**src/rtl/fht_twiddle_seq.sv**
```systemverilog
// Twiddle ROM address sequencer for a radix-2 FHT: walks stages and butterflies, tags ROM output.
// Optional stall statistics counter enabled by defining FHT_TWIDDLE_SEQ_STAT_EN.
module fht_twiddle_seq #(
    parameter int A_BIT = 6,
    parameter int S_BIT = 3,
    parameter int GAP   = 0
) (
    input  logic             iCLK,
    input  logic             iRESET,
    input  logic             iSTART,
    input  logic             iSTALL,
    output logic [A_BIT-1:0] oROM_ADDR,
    output logic             oST_ZERO,
    output logic             oVALID,
    output logic [S_BIT-1:0] oSTAGE,
    output logic [A_BIT-1:0] oBF_IDX,
    output logic             oLAST,
    output logic             oBUSY,
    output logic             oDONE
`ifdef FHT_TWIDDLE_SEQ_STAT_EN
    ,
    output logic [15:0]      oSTALL_CNT
`endif
);

    typedef enum logic [1:0] {
        ST_IDLE,
        ST_RUN,
        ST_GAP,
        ST_FLUSH
    } state_t;

    state_t             state_reg, state_next;
    logic [S_BIT-1:0]   s_reg, s_next;
    logic [A_BIT-1:0]   b_reg, b_next;
    logic [3:0]         gap_cnt_reg, gap_cnt_next;
    logic [A_BIT-1:0]   addr_reg, addr_next;
    logic               st_zero_reg, st_zero_next;
    logic               valid_reg, valid_next;
    logic [S_BIT-1:0]   stage_tag_reg, stage_tag_next;
    logic [A_BIT-1:0]   bf_tag_reg, bf_tag_next;
    logic               last_tag_reg, last_tag_next;
    logic               done_reg, done_next;
    logic               load_addr;
    logic               issue;
    logic               last_bf;
    logic               last_stage;
    logic [A_BIT-1:0]   k_next;

    assign issue      = (state_reg == ST_RUN) && !iSTALL;
    assign last_bf    = (b_reg == {A_BIT{1'b1}});
    assign last_stage = (s_reg == S_BIT'(A_BIT));

    always_comb begin
        state_next   = state_reg;
        s_next       = s_reg;
        b_next       = b_reg;
        gap_cnt_next = gap_cnt_reg;
        load_addr    = 1'b0;
        done_next    = 1'b0;
        case (state_reg)
            ST_IDLE: begin
                if (iSTART) begin
                    state_next = ST_RUN;
                    s_next     = '0;
                    b_next     = '0;
                    load_addr  = 1'b1;
                end
            end
            ST_RUN: begin
                if (issue) begin
                    load_addr = 1'b1;
                    if (last_bf) begin
                        b_next = '0;
                        if (last_stage) begin
                            s_next     = '0;
                            state_next = ST_FLUSH;
                        end else begin
                            s_next = s_reg + S_BIT'(1);
                            if (GAP > 0) begin
                                state_next   = ST_GAP;
                                gap_cnt_next = 4'(GAP - 1);
                            end
                        end
                    end else begin
                        b_next = b_reg + A_BIT'(1);
                    end
                end
            end
            ST_GAP: begin
                if (gap_cnt_reg == 4'd0) begin
                    state_next = ST_RUN;
                end else begin
                    gap_cnt_next = gap_cnt_reg - 4'd1;
                end
            end
            ST_FLUSH: begin
                state_next = ST_IDLE;
                done_next  = 1'b1;
            end
            default: begin
                state_next = ST_IDLE;
            end
        endcase
    end

    // Stage s uses only the low s bits of b, scaled up to span the full ROM.
    genvar gi;
    generate
        for (gi = 0; gi < A_BIT; gi++) begin : g_mask
            assign k_next[gi] = b_next[gi] & (int'(s_next) > gi);
        end
    endgenerate

    always_comb begin
        addr_next    = addr_reg;
        st_zero_next = st_zero_reg;
        if (load_addr) begin
            addr_next    = k_next << (A_BIT - int'(s_next));
            st_zero_next = (s_next == '0) && (state_next != ST_FLUSH);
        end
    end

    // Tags trail the issue by one cycle to line up with the ROM read latency.
    always_comb begin
        valid_next     = issue;
        stage_tag_next = issue ? s_reg : '0;
        bf_tag_next    = issue ? b_reg : '0;
        last_tag_next  = issue && last_bf;
    end

    always_ff @(posedge iCLK) begin
        if (!iRESET) begin
            state_reg     <= ST_IDLE;
            s_reg         <= '0;
            b_reg         <= '0;
            gap_cnt_reg   <= '0;
            addr_reg      <= '0;
            st_zero_reg   <= 1'b0;
            valid_reg     <= 1'b0;
            stage_tag_reg <= '0;
            bf_tag_reg    <= '0;
            last_tag_reg  <= 1'b0;
            done_reg      <= 1'b0;
        end else begin
            state_reg     <= state_next;
            s_reg         <= s_next;
            b_reg         <= b_next;
            gap_cnt_reg   <= gap_cnt_next;
            addr_reg      <= addr_next;
            st_zero_reg   <= st_zero_next;
            valid_reg     <= valid_next;
            stage_tag_reg <= stage_tag_next;
            bf_tag_reg    <= bf_tag_next;
            last_tag_reg  <= last_tag_next;
            done_reg      <= done_next;
        end
    end

    assign oROM_ADDR = addr_reg;
    assign oST_ZERO  = st_zero_reg;
    assign oVALID    = valid_reg;
    assign oSTAGE    = stage_tag_reg;
    assign oBF_IDX   = bf_tag_reg;
    assign oLAST     = last_tag_reg;
    assign oBUSY     = (state_reg != ST_IDLE);
    assign oDONE     = done_reg;

`ifdef FHT_TWIDDLE_SEQ_STAT_EN
    logic [15:0] stall_cnt_reg;

    always_ff @(posedge iCLK) begin
        if (!iRESET) begin
            stall_cnt_reg <= '0;
        end else if ((state_reg == ST_IDLE) && iSTART) begin
            stall_cnt_reg <= '0;
        end else if ((state_reg == ST_RUN) && iSTALL && (stall_cnt_reg != 16'hFFFF)) begin
            stall_cnt_reg <= stall_cnt_reg + 16'd1;
        end
    end

    assign oSTALL_CNT = stall_cnt_reg;
`endif

endmodule

```
**config.mk**
```make
export PLATFORM = sky130hd
export DESIGN_NAME = fht_twiddle_seq
export DESIGN_NICKNAME = d
export VERILOG_FILES = /design/src/rtl/fht_twiddle_seq.sv
export SDC_FILE = /design/constraint.sdc
export NUM_CORES = 1
export LEC_CHECK = 0
export CAP_MARGIN = 20
export CORE_UTILIZATION = 40
export CTS_CLUSTER_DIAMETER = 60
export CTS_CLUSTER_SIZE = 16
export DETAILED_ROUTE_END_ITERATION = 7
export HOLD_SLACK_MARGIN = 0.02
export PLACE_DENSITY = 0.66
export SLEW_MARGIN = 20
export SYNTH_ARGS = -nofsm -noshare
export SYNTH_HDL_FRONTEND = slang
export SYNTH_SLANG_ARGS = --single-unit
```
**constraint.sdc**
```tcl
create_clock -name iCLK -period 2.8 [get_ports iCLK]
set_clock_uncertainty 0.1 [all_clocks]
set_input_delay 0.42 -clock iCLK [delete_from_list [all_inputs] [get_ports iCLK]]
set_output_delay 0.42 -clock iCLK [all_outputs]
set_load 0.02 [all_outputs]
```
### Yosys cells after proc, flatten, opt, wreduce, memory -nomap -nowiden

Index checks and enable logic that the tools add are counted.

| storage, ports and cells | value |
|---|---|
| bits of input ports | 4 |
| logic and storage cells | 64 |
| memories | 0 |
| register bits | 34 |
| latch bits | 0 |
| bits in read-only memories | 0 |
| output and inout bits | 20 |
| RAM bits | 0 |

| operators by class | value |
|---|---|
| $add $sub $neg | 4 |
| equal/unequal tests | 6 |
| div/mod/pow operators | 0 |
| shift-type cells | 1 |
| bitwise gates (word level) | 7 |
| mux-type cells | 19 |
| $lt $le $gt $ge | 6 |
| reduce and logical (&&, ||, !) cells | 10 |
| multiply operators | 0 |

Operators by type and width:

| kind | count |
|---|---|
| << shifter 6 x 32 -> 6 bit | 1 |
| 2-to-1 mux 6 bit | 3 |
| 2-to-1 mux 3 bit | 4 |
| case mux 6 bit (2 select lines) | 1 |
| 2-to-1 mux 2 bit | 5 |
| case mux 2 bit (4 select lines) | 1 |
| adder 6 x 1 -> 6 bit, second input constant | 1 |
| AND 1 bit | 6 |
| == test 6 bit, second input constant | 1 |
| > comparator 3 x 1 -> 1 bit, second input constant | 2 |
| > comparator 3 x 2 -> 1 bit, second input constant | 2 |
| > comparator 3 bit, second input constant | 2 |
| case mux 3 bit (2 select lines) | 1 |
| == test 2 bit, second input constant | 2 |
| zero test 4 bit | 1 |
| AND reduction 2 bit | 2 |
| subtractor 3 x 3 -> 4 bit, first input constant | 1 |
| subtractor 4 x 1 -> 4 bit, second input constant | 1 |
| adder 3 x 1 -> 3 bit, second input constant | 1 |
| == test 3 bit, second input constant | 1 |
| logical AND 1 bit | 3 |
| zero test 3 bit | 1 |
| 2-to-1 mux 1 bit | 3 |
| == test 2 x 1 -> 1 bit, second input constant | 1 |
| 6 further kinds | 6 |

### Depth between registers and ports, before layout

Gate-level depths: netlist (run 1).

| logic depth | value |
|---|---|
| word-level depth | 8 |
| mapped depth | 12 |
| depth with buffers taken out | 11 |

### Least setup slack after synthesis (run 1)

Ideal clock, no wire load.

| timing | value |
|---|---|
| path kind | register -> register |
| start | reg b_reg[0] |
| end | reg addr_reg[1] (netlist: oROM_ADDR[1]) |
| required time | 2629 ps |
| buffers on the path | 0 |
| clock period less this slack | 3004 ps |
| setup time | 71 ps |
| stages on the path, launching flop included | 12 |
| arrival time | 2834 ps |
| slack | -204 ps |
| path through | dfxtp_1 > ha_1 > nand4_1 > nor3_1 > o221a_2 > inv_1 > ha_1 > o21ai_0 > a211oi_1 > o22a_1 > or4_1 > a21oi_1 |

| between the ends | value |
|---|---|
| word-level cells in the longest chain between the ends | 7 |
| elaborated cells between the ends (all ways) | 23 |
| those cells by class | add/sub (2); order compare (6); eq/ne (1); shift (1); mux (7); bitwise (6) |

RTL lines:

| item | line | text |
|---|---|---|
| start, declared | 35 | `logic [A_BIT-1:0] b_reg, b_next;` |
| start signal, assigned | 148 | `b_reg <= b_next;` |
| == test 6 bit (*) | 51 | `assign last_bf = (b_reg == {A_BIT{1'b1}});` |
| 2-to-1 mux 3 bit (*) | 73 | `if (last_bf) begin` |
| 2-to-1 mux 3 bit (*) | 71 | `if (issue) begin` |
| case mux 3 bit (2 select lines) (*) | 61 | `case (state_reg)` |
| named net s_next[1] | 34 | `logic [S_BIT-1:0] s_reg, s_next;` |
| > comparator 3 x 1 -> 1 bit (tied with other cells) | 111 | `assign k_next[gi] = b_next[gi] & (int'(s_next) > gi);` |
| AND 1 bit | 111 |  |
| << shifter 6 x 32 -> 6 bit (*) | 119 | `addr_next = k_next << (A_BIT - int'(s_next));` |
| end signal, assigned | 150 | `addr_reg <= addr_next;` |
| end, declared | 37 | `logic [A_BIT-1:0] addr_reg, addr_next;` |

The timed path passes the listed nets; every way through them passes the cells marked *.
A chain may end at the register's enable or synchronous reset.

### Worst setup path after layout (run 1)

| timing | value |
|---|---|
| start | reg b_reg[0] |
| end | reg addr_reg[0] (netlist: oROM_ADDR[0]) |

The elaborated chain is that of the path after synthesis.

==> results of run 1 <==
## worst max path at each step
stage	from	endpoint	slack (ns)	cells after the start
floorplan	iSTALL	oROM_ADDR[1]	0.004	11
global placement	iSTALL	oROM_ADDR[5]	-0.26	12
detailed placement	iSTALL	oROM_ADDR[1]	-0.30	11
CTS	iSTART	oROM_ADDR[0]	0.01	10
global route	b_reg[1]	oROM_ADDR[1]	-0.005	11
finish	b_reg[0]	oROM_ADDR[0]	0.09	10
## routing by layer
metal / global-route usage / vias up / wire, um
met1: 0.2808 / 847 / 2368
li1: - / 900 / -
met2: 0.3571 / 60 / 2444
met3: 0.04506 / 8 / 220
met5: 0 / - / 0
met4: 0.06444 / 0 / 60
## cell type report
cell class,instances,area (um^2),area share
Multi-Input combinational cell,149,1137,0.4284
Sequential cell,34,683.2,0.2573
Timing Repair Buffer,76,633.1,0.2385
Clock buffer,6,82.58,0.03110
Tap cell,52,65.06,0.02451
Inverter,11,41.29,0.01555
Clock inverter,2,12.51,0.004713
## critical path, cell delays in order, from the launching register on
cell     delay (ns)
dfxtp_2        0.37
ha_4           0.15
nand4_1        0.25
nor3_4         0.27
o221a_4        0.23
inv_1          0.07
ha_1           0.22
a21o_1         0.20
or2_1          0.24
or4_1          0.41
a21oi_1        0.15
## where the power goes
part	leakage, nW	internal, mW	switching (mW)
registers	0.276	0.487	0.00452
clock network	0.0472	0.198	0.181
logic	0.782	0.0349	0.0461
total	1.10	0.720	0.232
## logic make-up (layout without fill, tap and decap cells)
| family | after synthesis | in the layout | synth area share |
|---|---|---|---|
| AOI/OAI and AO/OA | 47 | 47 | 0.2087 |
| xor gates and xnor gates | 6 | 6 | 0.02865 |
| and+or+nand+nor | 84 | 84 | 0.2606 |
| muxes | 6 | 6 | 0.03411 |
| buffers and inverters | 22 | 95 | 0.05593 |
| DFF | 34 | 34 | 0.3711 |
| adders and majority gates | 6 | 6 | 0.04093 |
## metrics by stage
stage | instances | setup WS [ns] | TNS, ns
global placement | 321 | -0.2572 | -1.332
CTS | 329 | 0.01257 | 0
global route | 330 | -0.004784 | -0.004784
detailed placement | 321 | -0.3035 | -1.490
finish | 330 | 0.09038 | 0
floorplan | 205 | 0.003723 | 0
## what timing repair did
item | CTS | global route
hold buffers | 0 | 0
gates resized for setup | 1 | 18
endpoints found under the setup margin | 2 | 6
pin swaps | 0 | 13
setup buffers | 0 | 1
## cell usage after synthesis (3+ instances only)
library cell  instances
dfxtp_1              34
nor3b_1               3
o21ai_0               5
buf_4                 3
and3_1               13
mux2i_1               4
nor3_1                8
a211oi_1              4
clkbuf_1              6
ha_1                  6
nor2_1               23
nand3_1               3
a21oi_1               5
nand2_1              13
nor4_1                4
o22ai_1               3
inv_1                10
xnor2_1               4
o41ai_1               3
==> summary.txt, run 1 <==
Hold Path Cell Cnt - 2
Most frequent cells in the layout - 53 x buf_4, 32 x dfxtp_1, 23 x nor2_1
# port buffers - 23
Top_reg_cell synth - dfxtp_1
Syn_area_per_cell - 8.948 um^2
Ports - 24
Arr. time, crit path - 2.83 ns
Mapped Nets - 215
DR iter-0 viols - 109
Number of clock sinks - 34
Leak pwr - 1.104 nW
Post-synth EDFFs - 0
Fill count - 400
Clk root buf - clkbuf_8
N_diodes - 0
Chip height - 69.72 um
Synth area leaders - dfxtp_1 37%, nor2_1 4.7%, and3_1 4.4%, ha_1 4.1%, nand2_1 2.7%
CTS tree - done
Die Width - 69.72 um
Vias in the first global route - 1739
Number of synthesis warnings - 0
Startpoint types - flop
R2r setup slk - 0.09 ns
Max cap viols - 0
Hold Path Origin - oROM_ADDR[0]
Row count - 24
Die area - 4860 um^2
Vias post-DR - 1815
Hold Crit Class - flop to flop
Htree depth - 2
Post-route cell area - 2655 um^2
GRT Total Usage - 0.2151
Yosys top cell area share - 0.3711
Final core occ - 0.6056
Worst-margin pin slew - 0.6787 ns
FF-to-FF End - oROM_ADDR[0]
Congestion Overflow GR - 0
Fin Hold WS - 0.3620 ns
Hold Path Sink - oROM_ADDR[0]
Reg-to-Reg Start - b_reg[0]
Pre-antenna DRT Iters - 4
Core box area - 4384 um^2
CTS clk-pin slew, worst paths - 0.07 ns
Final Total Pwr - 0.9514 mW
Finish-stage setup viols - 0
Cell taking the most area after synthesis - dfxtp_1
Cell variety after synth - 58
Critical setup path kind - flop to flop
Routability cong. - 0.9533
Nets - 287
Routed wire per std cell - 15.44 um
Initial antenna violation count - 0
Most common cell after layout, fill and taps aside - buf_4
Number of CTS-inserted buffers - 5
FFs w/ async S/R, synth - 0
Fraction of layout cells with a size suffix above 1 - 0.3273
# DRC - 0
WL final - 5094 um
Area grow syn2layout - 44.75%
Status - complete, no violations
Peak VDD IR - 339.6 uV
Period utilization - 0.9677
Register area share after synthesis - 0.3711
Final HPWL DP - 3743 um
Synthesized area - 1834 um^2
Max Slew Vio Count - 0
Clk Latency, worst-skew pair - 0.28 ns
Mapped Cells - 205
Clock Tree Buf Depth - 2
Largest net degree at the start of global routing - 17
Post-layout minimum cycle time - 2.710 ns
Worst Path Max Fanout - 4
Initial Util - 0.4184
Critical path capture point type - flop
First-pass GRT wire length - 8252 um
Required @ worst endpoint - 2.92 ns
Final Hold Fails - 0
Placed Area - 2467 um^2
Via-per-instance ratio - 5.500
P per Cell Area - 358.3 nW/um^2
Routed Antenna Nets - 0
Fmax - 369.1 MHz
Cells on worst reg2reg path - 10
Slew Limit Headroom - 0.5465
Flops & latches, synth - 34
No activity file was read; power rests on OpenSTA's default activity.
==> run 2, diff against run 1 <==
CORE_UTILIZATION = 49   (was 40)
PLACE_DENSITY = 0.78   (was 0.66)
==> run 2 against run 1 <==
Effect of this change:
- power hardly changed
- clock power hardly changed
- fmax is 1.4% higher
- first-iteration DRC count is 12% lower
- register-to-register slack better by 0.04 ns
- critical path type unchanged
- largest cell class unchanged
==> summary.txt, run 2 (synthesis gave the netlist of run 1 again) <==
Area grow syn2layout - 42.22%
Most frequent cells in the layout - 48 x buf_4, 31 x dfxtp_1, 23 x nor2_1
Routability cong. - 0.9470 (-0.66%)
CTS clk-pin slew, worst paths - 0.07 ns (about the same)
Fin Hold WS - 0.3602 ns (-0.001804 ns)
Net Switching - 0.2304 mW (-0.49%)
Final Total Pwr - 0.9518 mW (about the same)
Clock Tree Buf Depth - 2 (unchanged)
Initial Util - 0.5289 (+0.1105)
Clk Latency, worst-skew pair - 0.30 ns (+0.02 ns)
Worst Path Max Fanout - 3 (-1)
Via-per-instance ratio - 5.752 (+4.6%)
Critical setup path kind - flop to flop
Max cap viols - 0 (unchanged)
Max Slew Vio Count - 0 (unchanged)
P per Cell Area - 364.9 nW/um^2 (+1.8%)
Peak VDD IR - 306.3 uV (-9.8%)
Required @ worst endpoint - 2.95 ns (+0.03 ns)
Status - complete, no violations
Post-route cell area - 2609 um^2 (-1.7%)
Vias in the first global route - 1664 (-4.3%)
Post-layout minimum cycle time - 2.672 ns (-0.03777 ns)
DR iter-0 viols - 96 (-12%)
Placed Cells - 309 (-3.7%)
Internal power - 0.7215 mW (+0.22%)
Final Hold Fails - 0 (unchanged)
Slew Limit Headroom - 0.5692 (+0.02265)
Combinational share of power - 0.085 (about the same)
Die Width - 63.19 um (-9.4%)
Period utilization - 0.9542 (-0.01349)
Pre-antenna DRT Iters - 5 (+1)
Largest net degree at the start of global routing - 19 (+2)
Number of CTS-inserted buffers - 5 (unchanged)
Initial antenna violation count - 0 (unchanged)
Startpoint types - flop
Switching share of power - 0.2420 (-0.001316)
Fmax - 374.3 MHz (+1.4%)
Number of clock sinks - 34 (unchanged)
Leak pwr - 1.082 nW (-2.0%)
Placed Area - 2415 um^2 (-2.1%)
N_diodes - 0 (unchanged)
Final HPWL DP - 3588 um (-4.2%)
WL final - 4907 um (-3.7%)
Critical path capture point type - flop
Fraction of layout cells with a size suffix above 1 - 0.3150 (-0.01232)
Setup slack after layout - 0.1281 ns (+0.03777 ns)
Worst-margin pin slew - 0.6448 ns (-0.03390 ns)
Vias post-DR - 1835 (+1.1%)
Sequential share of power - 0.517 (about the same)
Setup_tns - 0 ns (unchanged)
# port buffers - 23 (unchanged)
Arr. time, crit path - 2.82 ns (about the same)
Row count - 21 (-13%)
Core box area - 3468 um^2 (-21%)
GRT Total Usage - 0.2586 (+0.04348)
CTS tree - done
Clk root buf - clkbuf_8
Finish-stage setup viols - 0 (unchanged)
Die area - 3992 um^2 (-18%)
# DRC - 0 (unchanged)
Htree depth - 2 (unchanged)
Final Instance Count excl. Fillers - 319 (-3.3%)
Clock network power share - 0.398 (about the same)
Nets - 282 (-1.7%)
Chip height - 63.19 um (-9.4%)
Congestion Overflow GR - 0 (unchanged)
Routed wire per std cell - 15.38 um (-0.35%)
R2r setup slk - 0.13 ns (+0.04 ns)
Routed Antenna Nets - 0 (unchanged)
Ports - 24 (unchanged)
First-pass GRT wire length - 7962 um (-3.5%)
Hold Crit Class - flop to flop
Most common cell after layout, fill and taps aside - buf_4
Final core occ - 0.7522 (+0.1466)
DP Worst Slack - -0.3466 ns (-0.04309 ns)
-- run 2: power groups by stage --
stage | registers (mW) | clock network [mW] | logic [mW]
floorplan | 0.503 | 0 | 0.0398
global placement | 0.502 | 0 | 0.0778
detailed placement | 0.503 | 0 | 0.0782
CTS | 0.492 | 0.382 | 0.0786
global route | 0.493 | 0.402 | 0.0870
finish | 0.492 | 0.378 | 0.0811
-- run 2: layout make-up --
class / count / area [um^2]
clock buffer: 7 / 86.33
clock inverter: 1 / 5.005
fill: 259 / 859.6
inverter: 11 / 41.29
multi-input combinational: 149 / 1141
sequential: 34 / 684.4
tap: 46 / 57.56
timing repair buffer: 71 / 593.1
-- run 2: what timing repair did --
item,4_1_cts,5_1_grt
resized for setup,2,16
hold buffers,0,0
endpoints found under the setup margin,3,6
pin swaps,2,6
setup buffers,1,1
-- run 2: worst max-delay path, stage by stage (launching register included) --
cell and delay [ns]:
dfxtp_2 0.34, ha_1 0.16, buf_4 0.11, nand4_1 0.18
nor3_4 0.20, o221a_4 0.24, inv_2 0.06, ha_4 0.16
nor2_1 0.14, a211oi_1 0.07, o22a_1 0.23, buf_4 0.14
o41ai_2 0.29, a22o_1 0.18
-- run 2: path summary, 6_finish.rpt --
check / start / end / depth (start not counted)
setup / recovery: b_reg[0] / oROM_ADDR[5] / 13
hold / removal: oROM_ADDR[0] / oROM_ADDR[0] / 2
setup reg to reg: b_reg[0] / oROM_ADDR[5] / 13
hold reg to reg: oROM_ADDR[0] / oROM_ADDR[0] / 2
-- run 2: per-layer routing --
layer / global-route usage / vias to the layer above / routed length [um]
met5: 0 / - / 0
met4: 0.1364 / 0 / 121
met3: 0.05797 / 14 / 314
met2: 0.4180 / 76 / 2320
met1: 0.3182 / 857 / 2150
li1: - / 888 / -
